==> src/rtl/apb_req_bridge.sv <==
// apb_req_bridge: host valid/ready request -> two-phase sel/enable bus master.
// One transfer in flight; the response is held until the host accepts it.
// Optional build macro: APB_REQ_BRIDGE_TIMEOUT_EN enables an ACCESS-phase
// timeout that aborts a stalled transfer and returns rsp_err=1.
module apb_req_bridge #(
  parameter int unsigned DATA_WIDTH     = 8,
  parameter int unsigned ADDR_WIDTH     = 8,
  parameter int unsigned TIMEOUT_CYCLES = 16
) (
  input  logic                  clk,
  input  logic                  reset,
  // host request channel
  input  logic                  req_valid,
  output logic                  req_ready,
  input  logic                  req_wr,
  input  logic [ADDR_WIDTH-1:0] req_addr,
  input  logic [DATA_WIDTH-1:0] req_wdata,
  // host response channel
  output logic                  rsp_valid,
  input  logic                  rsp_ready,
  output logic [DATA_WIDTH-1:0] rsp_rdata,
  output logic                  rsp_err,
  // slave bus
  output logic                  sel,
  output logic                  enable,
  output logic                  wr,
  output logic [ADDR_WIDTH-1:0] addr,
  output logic [DATA_WIDTH-1:0] wdata,
  input  logic                  ready,
  input  logic [DATA_WIDTH-1:0] rdata
);

  typedef enum logic [1:0] {
    ST_IDLE   = 2'd0,
    ST_SETUP  = 2'd1,
    ST_ACCESS = 2'd2,
    ST_RESP   = 2'd3
  } state_t;

  // A zero timeout would abort before the slave ever sees the strobe.
  if (TIMEOUT_CYCLES == 0) begin : g_bad_timeout_cfg
    $error("apb_req_bridge: TIMEOUT_CYCLES must be >= 1");
  end

`ifdef APB_REQ_BRIDGE_TIMEOUT_EN
  localparam int unsigned     CNT_W    = $clog2(TIMEOUT_CYCLES + 1);
  localparam logic [CNT_W-1:0] CNT_LAST = CNT_W'(TIMEOUT_CYCLES - 1);
`endif

  state_t                r_state;
  logic                  r_req_ready;
  logic                  r_sel;
  logic                  r_enable;
  logic                  r_wr;
  logic [ADDR_WIDTH-1:0] r_addr;
  logic [DATA_WIDTH-1:0] r_wdata;
  logic                  r_rsp_valid;
  logic [DATA_WIDTH-1:0] r_rsp_rdata;
`ifdef APB_REQ_BRIDGE_TIMEOUT_EN
  logic                  r_rsp_err;
  logic [CNT_W-1:0]      r_to_cnt;
`endif

  // Transfer sequencer: all bus and response outputs come straight from flops.
  always_ff @(posedge clk) begin
    if (reset) begin
      r_state     <= ST_IDLE;
      r_req_ready <= 1'b1;
      r_sel       <= 1'b0;
      r_enable    <= 1'b0;
      r_wr        <= 1'b0;
      r_addr      <= '0;
      r_wdata     <= '0;
      r_rsp_valid <= 1'b0;
      r_rsp_rdata <= '0;
`ifdef APB_REQ_BRIDGE_TIMEOUT_EN
      r_rsp_err   <= 1'b0;
      r_to_cnt    <= '0;
`endif
    end else begin
      case (r_state)
        ST_IDLE: begin
          // Bus address/data/direction change only here, at acceptance.
          if (req_valid) begin
            r_wr        <= req_wr;
            r_addr      <= req_addr;
            r_wdata     <= req_wdata;
            r_sel       <= 1'b1;
            r_enable    <= 1'b0;
            r_req_ready <= 1'b0;
            r_state     <= ST_SETUP;
          end
        end

        ST_SETUP: begin
          r_enable <= 1'b1;
          r_state  <= ST_ACCESS;
`ifdef APB_REQ_BRIDGE_TIMEOUT_EN
          r_to_cnt <= '0;
`endif
        end

        ST_ACCESS: begin
          // Slave completion wins over a timeout on the same edge.
          if (ready) begin
            r_rsp_rdata <= r_wr ? '0 : rdata;
            r_sel       <= 1'b0;
            r_enable    <= 1'b0;
            r_rsp_valid <= 1'b1;
            r_state     <= ST_RESP;
`ifdef APB_REQ_BRIDGE_TIMEOUT_EN
            r_rsp_err   <= 1'b0;
`endif
          end
`ifdef APB_REQ_BRIDGE_TIMEOUT_EN
          else if (r_to_cnt == CNT_LAST) begin
            r_rsp_rdata <= '0;
            r_rsp_err   <= 1'b1;
            r_sel       <= 1'b0;
            r_enable    <= 1'b0;
            r_rsp_valid <= 1'b1;
            r_state     <= ST_RESP;
          end else begin
            r_to_cnt <= r_to_cnt + CNT_W'(1);
          end
`endif
        end

        ST_RESP: begin
          // Response stays put until the host takes it.
          if (rsp_ready) begin
            r_rsp_valid <= 1'b0;
            r_req_ready <= 1'b1;
            r_state     <= ST_IDLE;
`ifdef APB_REQ_BRIDGE_TIMEOUT_EN
            r_rsp_err   <= 1'b0;
`endif
          end
        end

        default: r_state <= ST_IDLE;
      endcase
    end
  end

  assign req_ready = r_req_ready;
  assign sel       = r_sel;
  assign enable    = r_enable;
  assign wr        = r_wr;
  assign addr      = r_addr;
  assign wdata     = r_wdata;
  assign rsp_valid = r_rsp_valid;
  assign rsp_rdata = r_rsp_rdata;
`ifdef APB_REQ_BRIDGE_TIMEOUT_EN
  assign rsp_err   = r_rsp_err;
`else
  assign rsp_err   = 1'b0;
`endif

endmodule

==> config.mk <==
export PLATFORM = sky130hd
export DESIGN_NAME = apb_req_bridge
export DESIGN_NICKNAME = d
export VERILOG_FILES = /design/src/rtl/apb_req_bridge.sv
export SDC_FILE = /design/constraint.sdc
export NUM_CORES = 1
export LEC_CHECK = 0
export CAP_MARGIN = 20
export CELL_PAD_IN_SITES_DETAIL_PLACEMENT = 0
export CELL_PAD_IN_SITES_GLOBAL_PLACEMENT = 1
export CORE_UTILIZATION = 31
export CTS_CLUSTER_DIAMETER = 30
export DETAILED_ROUTE_END_ITERATION = 8
export HOLD_SLACK_MARGIN = 0.06
export PLACE_DENSITY_LB_ADDON = 0.25
export SLEW_MARGIN = 25
export SYNTH_ARGS = -nofsm -noshare
export SYNTH_HDL_FRONTEND = slang
export SYNTH_SLANG_ARGS = --single-unit
==> constraint.sdc <==
create_clock -name clk -period 3.5 [get_ports clk]
set_input_delay 0.7 -clock clk [delete_from_list [all_inputs] [get_ports clk]]
set_output_delay 0.7 -clock clk [all_outputs]
set_load 0.01 [all_outputs]
==> metrics.md, run 1 <==
| Metric | Value |
|---|---|
| RSZ-0062 raised after global routing | no |
| Placed insts | 258 |
| Die width | 67.50 µm |
| P&R area growth vs syn | 51.55% |
| Syn nets | 195 |
| Hold Crit Class | register to register |
| # rows | 23 |
| Synth Cell Area | 1330 µm² |
| Core area | 4058 µm² |
| N_diodes | 0 |
| Critical Path, Cell by Cell | clkdlybuf4s50_1 |
| Worst IR Drop VDD | 328.1 µV |
| Top-level port count | 60 |
| Largest net degree at the start of global routing | 35 |
| Post-synthesis compound-gate area fraction | 14.21% |
| Fin crit share | 58.14% |
| CP Launch Type | register |
| Register area share after synthesis | 46.66% |
| Critical-path top delay cell | clkdlybuf4s50_1 |
| Critical path's largest stage delay | 590 ps |
| Number of H-tree levels | 2 |
| Syn_area_per_cell | 8.418 µm² |
| Num CTS Buffers | 5 |
| Initial Util | 32.78% |
| Top sig layer | met4 |
| Synth Area in Adders | 6.585% |
| Buffers & Inverters on Critical Path | 1 |
| Max_slew headroom | 58.96% |
| Antenna violations before repair | 0 |
| Routed WL | 3.390 mm |
| Layout Skew | 6.100 ps |
| CP delay by family, top | buffers and inverters |
| Fin Setup TNS | 0 ps |
| Power density cells | 620.4 nW/µm² |
| Pleak | 0.7454 nW |
| Vias in the first global route | 1174 |
| Initial DRC Count | 101 |
| Yosys warns | 0 |
| Vias per inst | 4.801 |
| Drt first pass iters | 5 |
| Least-Margin Pin Slew | 615.6 ps |
| Clock tree buffer depth | 2 |
| Post-synthesis mux area share | 1.505% |
| WL/cell | 12.74 µm |
| Status | completed |
| IO Port Bufs | 58 |
| Clock sinks | 31 |
| #FFs+latches synth | 31 |
| Clock slew at reported path FFs | 70 ps |
| Setup violations, final | 0 |
| MaxCap Viol Count | 0 |
| Simple-gate share of the synthesized area | 26.25% |
| Final #Nets | 252 |
| Post-DP HPWL | 2.408 mm |
| Worst-skew pair later-pin latency | 280 ps |
| Die area | 4556 µm² |
| Total setup buffers inserted after CTS | 0 |
| Met1 WL | 1.479 mm |
| CTS tree | built |
| Max FO, Critical Path | 10 |
| DR WL met3 | 239 µm |
| Post-synthesis cell count | 158 |
| GRT Util Overall | 15.71% |
| Crit path kind | register to output pin |
| Max-slew violations | 0 |
| Post-route ant nets | 0 |
| Vias | 1277 |
| CP endpoint kind | output pin |
| Hold_buf cts | 0 |
| Share of cells above drive strength 1 | 5.093% |
| Arrival time at the worst endpoint | 1340 ps |
| Residual DRC | 0 |
| Final min period | 2035 ps |
| Hold WS | 455.4 ps |
| Die Y | 67.50 µm |
| Required time worst endpoint | 2800 ps |
| Main combinational cell family by area after synthesis | simple AND/OR/NAND/NOR gates |
| Netlist cell types | 25 |
| Max Clk Rate | 0.4914 GHz |
| Final hold viol count | 0 |
| XOR/XNOR Fraction of Synth Area | 0% |
| Met2 Wirelength | 1.632 mm |
| Post-CTS sizing | 0 |
| Gr ovfl total | 0 |
| RePlAce Congestion | 0.8596 |
| Root Buffer | clkbuf_8 |
| Non-Filler Instances | 266 |
| First-pass GRT wire length | 5.271 mm |
area by class of cell:
type	instances	area (µm²)
Inverter	3	11.26
Clock buffer	5	68.82
Timing Repair Buffer	59	588.1
Tap cell	50	62.56
Multi-Input combinational cell	115	649.4
Sequential cell	31	620.6
Clock inverter	3	15.01
Fill cell	392	2042
cell usage after synthesis:
cell,count,area share [%]
o21bai_1,2,1.1
o21ai_0,2,0.75
nor3b_1,1,0.56
nor3_1,2,0.75
clkbuf_1,2,0.56
nand4b_1,9,5.9
nor2b_4,1,1.0
buf_2,3,1.1
nand2b_1,5,2.4
or2_2,1,0.47
buf_1,1,0.28
buf_4,3,1.7
a21oi_1,30,11
ha_1,7,6.6
mux2i_1,2,1.5
o31ai_1,1,0.56
nor2b_1,3,1.4
a31oi_1,1,0.47
dfxtp_1,31,47
conb_1,1,0.28
or4_1,1,0.56
and2_1,1,0.47
inv_1,3,0.85
nor2_1,1,0.28
nand2_1,44,12
final timing paths:
kind                 from  cells after the start  slack (ps)            to
max                    wr                      1        1460            wr
min          rsp_rdata[7]                      2         460  rsp_rdata[7]
max reg2reg    r_state[0]                      5        1700    r_state[0]
min reg2reg  rsp_rdata[7]                      2         460  rsp_rdata[7]
flip-flops by register name (all words and copies together), names as in the netlist:
name,flops
r_state,2
rsp_rdata,8
wdata,8
addr,8
sel,1
req_ready,1
enable,1
wr,1
rsp_valid,1
layout by cell type (no fill, tap or decap), types with 2 or more instances in the layout:
cell type        count
ha_1                 7
a21oi_1             30
nand2b_1             5
inv_1                3
nand4b_1             9
nor3_1               2
o21ai_0              2
nand2_1             44
nor2b_1              3
mux2i_1              2
o21bai_1             2
clkinv_2             3
dfxtp_1             31
clkbuf_8             5
clkdlybuf4s50_1     58
per-stage QoR:
step                setup slack [ps]  util [%]  total power (W)  instance area (µm²)
finish                          1465     49.68         0.001250                 2016
global route                    1335     49.68         0.001349                 2016
CTS                             1450     49.68         0.001265                 2016
detailed placement              1209     47.61        0.0009916                 1932
global placement                1252     47.61        0.0009816                 1932
floorplan                       2017         -        0.0007828                 1330
routing by layer:
metal	global-route usage, %	vias up
met3	6.419	5
met1	18.01	582
met2	25.74	48
li1	-	642
met5	0	-
met4	6.117	0
power breakdown:
part | total, W | internal [W] | switching, W
registers | 0.000485 | 0.000429 | 0.0000560
logic | 0.000501 | 0.000253 | 0.000248
clock network | 0.000265 | 0.000136 | 0.000129
cells by family after synthesis:
logic type,after synthesis
DFF,31
muxes,2
other,1
and+or+nand+nor,69
adders and majority gates,7
AOI/OAI and AO/OA,36
buffers and inverters,12
No activity file was read; power rests on OpenSTA's default activity.
==> run 2: changes to the inputs <==
Settings changed: CORE_UTILIZATION 31 to 26.
Clock period 3.5 ns to 1.7 ns, I/O delays scaled along.
==> run 2 against run 1 <==
  * Register-to-register slack lost 1500 ps
  * Routed wire length grew 0.35%
  * Clock power grew to 2.8 times the previous value
  * Core utilization shrank 4.8 points
  * Critical path depth is the same
  * Sequential share of layout area shrank 2.1 points
  * Count of clock-buffer cells in the layout grew 1
  * Global-route usage shrank 2.6 points
  * Critical endpoint is now sel
  * Largest cell class is now non-clock buffers
==> metrics.md, run 2 (same netlist as run 1, synthesis figures left out) <==
| Metric | Value |
|---|---|
| Largest net degree at the start of global routing | 34 (-2.9%) |
| Initial DRC Count | 45 (-55%) |
| Hold Crit Class | register to register |
| Buffers & Inverters on Critical Path | 1 (unchanged) |
| CTS tree | built |
| Post-CTS sizing | 0 (unchanged) |
| Antenna violations before repair | 0 (unchanged) |
| Root Buffer | clkbuf_8 |
| Die area | 5405 µm² (+19%) |
| MaxCap Viol Count | 0 (unchanged) |
| Die width | 73.52 µm (+8.9%) |
| Critical-path top delay cell | clkdlybuf4s50_1 |
| Max FO, Critical Path | 3 (-7) |
| Power density cells | 1350 nW/µm² (+120%) |
| Most common cell after layout, fill and taps aside | clkdlybuf4s50_1 |
| GRT Util Overall | 13.14% (-2.6 points) |
| Critical Path, Cell by Cell | clkdlybuf4s50_1 |
| Num CTS Buffers | 5 (unchanged) |
| Gr ovfl total | 0 (unchanged) |
| P&R area growth vs syn | 62.46% |
| Clock slew at reported path FFs | 70 ps (about the same) |
| CP Launch Type | register |
| Vias | 1255 (-1.7%) |
| Clock tree buffer depth | 2 (unchanged) |
| Setup violations, final | 0 (unchanged) |
| Clock sinks | 31 (unchanged) |
| Status | completed |
| # fillers | 487 (+24%) |
| Final min period | 1538 ps |
| First-pass GRT wire length | 5.257 mm (-0.27%) |
| Drt first pass iters | 4 (-1) |
| Fin crit share | 90.48% |
| # rows | 25 (+8.7%) |
| Pleak | 0.8082 nW (+8.4%) |
| Hold_buf cts | 0 (unchanged) |
| Commonest cells after routing, fill and taps aside | clkdlybuf4s50_1, nand2_1, dfxtp_1 |
| Required time worst endpoint | 1360 ps (-1440 ps) |
| Initial Util | 27.61% (-5.2 points) |
| Worst IR Drop VDD | 1019 µV (+210%) |
| CP endpoint kind | output pin |
| Top-level port count | 60 (unchanged) |
| Final #Nets | 259 (+2.8%) |
| Max-slew violations | 0 (unchanged) |
| Placement-stage worst setup slack | 69.67 ps (-1140 ps) |
| IO Port Bufs | 58 (unchanged) |
| WL/cell | 11.73 µm (-8.0%) |
| CP delay by family, top | buffers and inverters |
| Vias in the first global route | 1120 (-4.6%) |
| Residual DRC | 0 (unchanged) |
| Hold WS | 451.8 ps (-3.562 ps) |
| Routed WL | 3.402 mm (+0.35%) |
| N_diodes | 0 (unchanged) |
| Share of cells above drive strength 1 | 8.072% (+3.0 points) |
| Worst-skew pair later-pin latency | 280 ps (about the same) |
| Post-DP HPWL | 2.397 mm (-0.49%) |
| Number of H-tree levels | 2 (unchanged) |
| Layout Skew | 5.005 ps (-1.096 ps) |
| Die Y | 73.52 µm (+8.9%) |
| Critical path's largest stage delay | 570 ps (-20 ps) |
| Total setup buffers inserted after CTS | 0 (unchanged) |
| Crit path kind | register to output pin |
| RSZ-0062 raised after global routing | no |
| Arrival time at the worst endpoint | 1200 ps (-140 ps) |
| Final worst slack | 161.8 ps (-1303 ps) |
| Core area | 4817 µm² (+19%) |
| Final hold viol count | 0 (unchanged) |
| RePlAce Congestion | 0.7679 (-11%) |
| Fin Setup TNS | 0 ps (unchanged) |
| Post-route ant nets | 0 (unchanged) |
| Vias per inst | 4.328 (-9.9%) |
| Max Clk Rate | 0.6501 GHz |
run 2: path summary, 6_finish.rpt:
kind	slack, ps	to	from	cells past startpoint
max	160	sel	sel	1
min	450	rsp_rdata[6]	rsp_rdata[6]	2
max reg2reg	170	r_state[0]	r_state[0]	5
min reg2reg	450	rsp_rdata[6]	rsp_rdata[6]	2
run 2: layout make-up:
class | instances | area (µm²) | area share, %
Timing Repair Buffer | 66 | 678.2 | 31.38
Clock buffer | 6 | 82.58 | 3.822
Multi-Input combinational cell | 115 | 649.4 | 30.05
Sequential cell | 31 | 620.6 | 28.72
Clock inverter | 2 | 35.03 | 1.621
Tap cell | 67 | 83.83 | 3.880
Inverter | 3 | 11.26 | 0.5211
run 2: where the power goes:
part	switching, W	total [W]	internal [W]	leakage [nW]
Combinational	0.000573	0.00121	0.000636	0.493
Sequential	0.0000777	0.000960	0.000882	0.254
Clock	0.000274	0.000748	0.000474	0.0612
run 2: per-layer routing:
layer | GRT usage [%] | vias up | share of wire, %
met2 | 20.39 | 31 | 48
met5 | 0 | - | 0
li1 | - | 655 | -
met3 | 3.704 | 5 | 5.4
met4 | 7.051 | 0 | 1.6
met1 | 16.44 | 564 | 45
run 2: stage by stage:
step	utilization, %	cell area (µm²)	std cells	power, W
finish	44.86	2161	290	0.002917
CTS	44.86	2161	290	0.002967
global route	44.86	2161	290	0.003128
global placement	42.42	2043	282	0.002205
floorplan	-	1330	158	0.001612
detailed placement	42.42	2043	282	0.002200
==> run 3: changes to the inputs <==
Settings changed: SLEW_MARGIN 25 to 20.
==> results of run 3 <==
The final DEF is identical to that of run 2; final timing and power are the same.
==> patch: new RTL, settings of run 3 <==
The option `APB_REQ_BRIDGE_TIMEOUT_EN` is turned on by a define.
--- a/src/rtl/apb_req_bridge.sv
+++ b/src/rtl/apb_req_bridge.sv
@@ -2,6 +2,8 @@
 // One transfer in flight; the response is held until the host accepts it.
 // Optional build macro: APB_REQ_BRIDGE_TIMEOUT_EN enables an ACCESS-phase
 // timeout that aborts a stalled transfer and returns rsp_err=1.
+`define APB_REQ_BRIDGE_TIMEOUT_EN
+
 module apb_req_bridge #(
   parameter int unsigned DATA_WIDTH     = 8,
   parameter int unsigned ADDR_WIDTH     = 8,
Formal check against the unedited RTL: same outputs for any inputs over 10 cycles, from zero or initial values and one cycle with reset high; that may be too few to reach the edited logic, so the function may still have changed.
==> patch against run 3 <==
Die area is 15% higher. Wire length grew 15%. Worst setup slack worse by 0.12 ns. Fmax is 7.3% lower. Global-route usage is 0.072 points lower. Total power is 1.2% lower. Area after synthesis is 16% higher. Sequential cell count up 6. Design area is 17% higher. Critical path type is now flop to flop. Critical endpoint is now enable$_SDFFE_PP0P_.
==> patch: results (changes against run 3) <==
| Metric | Value |
|---|---|
| Status | finished clean (unchanged) |
| Post-synthesis compound-gate area fraction | 17.4% (was 14.2%) |
| RR Startpoint | r_to_cnt[0]$_SDFFE_PP0P_ (was r_state[0]$_SDFFE_PP0P_) |
| WS Path Type | flop to flop (was flop to output port) |
| Pwr Density | 1140 mW/mm² (was 1350 mW/mm²) |
| Post-synthesis sequential area ratio | 48.2% (was 46.7%) |
| Adder-Cell Fraction of Synth Area | 5.70% (was 6.59%) |
| Worst Path Arrival | 1.83 ns (was 1.20 ns) |
| Synth unique cells | 36 (was 25) |
| Critical path endpoint | enable$_SDFFE_PP0P_ (was sel) |
| PortBufs | 59 (was 58) |
| Hold Crit Endpoint | wdata[2]$_SDFFE_PP0P_ (was rsp_rdata[6]$_SDFFE_PP0P_) |
| Synth cell count leaders | dfxtp_1 (37), nand2_1 (37), a21oi_1 (26), nor2_1 (12), a22oi_1 (8) (was nand2_1 (44), dfxtp_1 (31), a21oi_1 (30), nand4b_1 (9), ha_1 (7)) |
| XOR/XNOR Fraction of Synth Area | 0.570% (was 0%) |
| Switching Fraction | 29.4% (was 31.7%) |
| Final hold slack | 0.455 ns (was 0.452 ns) |
| Filler cells | 580 (was 487) |
| R2R setup slack | 0.04 ns (was 0.17 ns) |
| Fraction of layout instances using a drive strength above 1 | 15.6% (was 8.07%) |
| Cells after synthesis | 177 (was 158) |
| Synth top area cells | dfxtp_1 (48%), nand2_1 (9.0%), a21oi_1 (8.5%) (was dfxtp_1 (47%), nand2_1 (12%), a21oi_1 (11%)) |
| Post-DP HPWL | 2780 µm (was 2400 µm) |
| Largest stage delay on the critical path | 0.39 ns (was 0.57 ns) |
| Multiplexer share of the synthesized area | 0.651% (was 1.51%) |
| CP Capture Type | flop (was output port) |
| DR vias/cell | 4.42 (was 4.33) |
| Vias in the first global route | 1369 (was 1120) |
| Drt wl/cell | 12.0 µm (was 11.7 µm) |
| Total GRT Usage | 13.1% (about the same) |
| Final #Nets | 292 (was 259) |
| Worst Skew | 0.00668 ns (was 0.00500 ns) |
patch: what timing repair did:
action | CTS | global route
buffers inserted | 1 | 2
setup endpoints to repair | 3 | 11
pin swaps | 2 | 4
gates resized for setup | 1 | 7
hold buffers | 0 | 0
patch: kinds of logic (layout without fill, tap and decap cells):
logic type	after synthesis	count (layout)
AND/OR/NAND/NOR	75	75
XOR/XNOR	1	1
AO/OA/AOI/OAI	43	43
adder cells (fa/ha/maj)	7	7
flip-flops	37	37
buffers and inverters	13	92
multiplexers	1	1
patch: cell type report:
type / count / area share (%)
multi-input combinational: 127 / 30.8
clock buffer: 7 / 3.41
tap: 72 / 3.56
sequential: 37 / 29.4
clock inverter: 1 / 1.19
timing repair buffer: 80 / 31.1
inverter: 4 / 0.593
patch: routing by layer:
layer | routed length (µm) | vias to the layer above | track usage (%)
met4 | 19 | 0 | 3.82
met2 | 1780 | 32 | 19.0
met5 | 0 | - | 0
li1 | - | 756 | -
met1 | 1860 | 661 | 16.8
met3 | 262 | 2 | 6.67
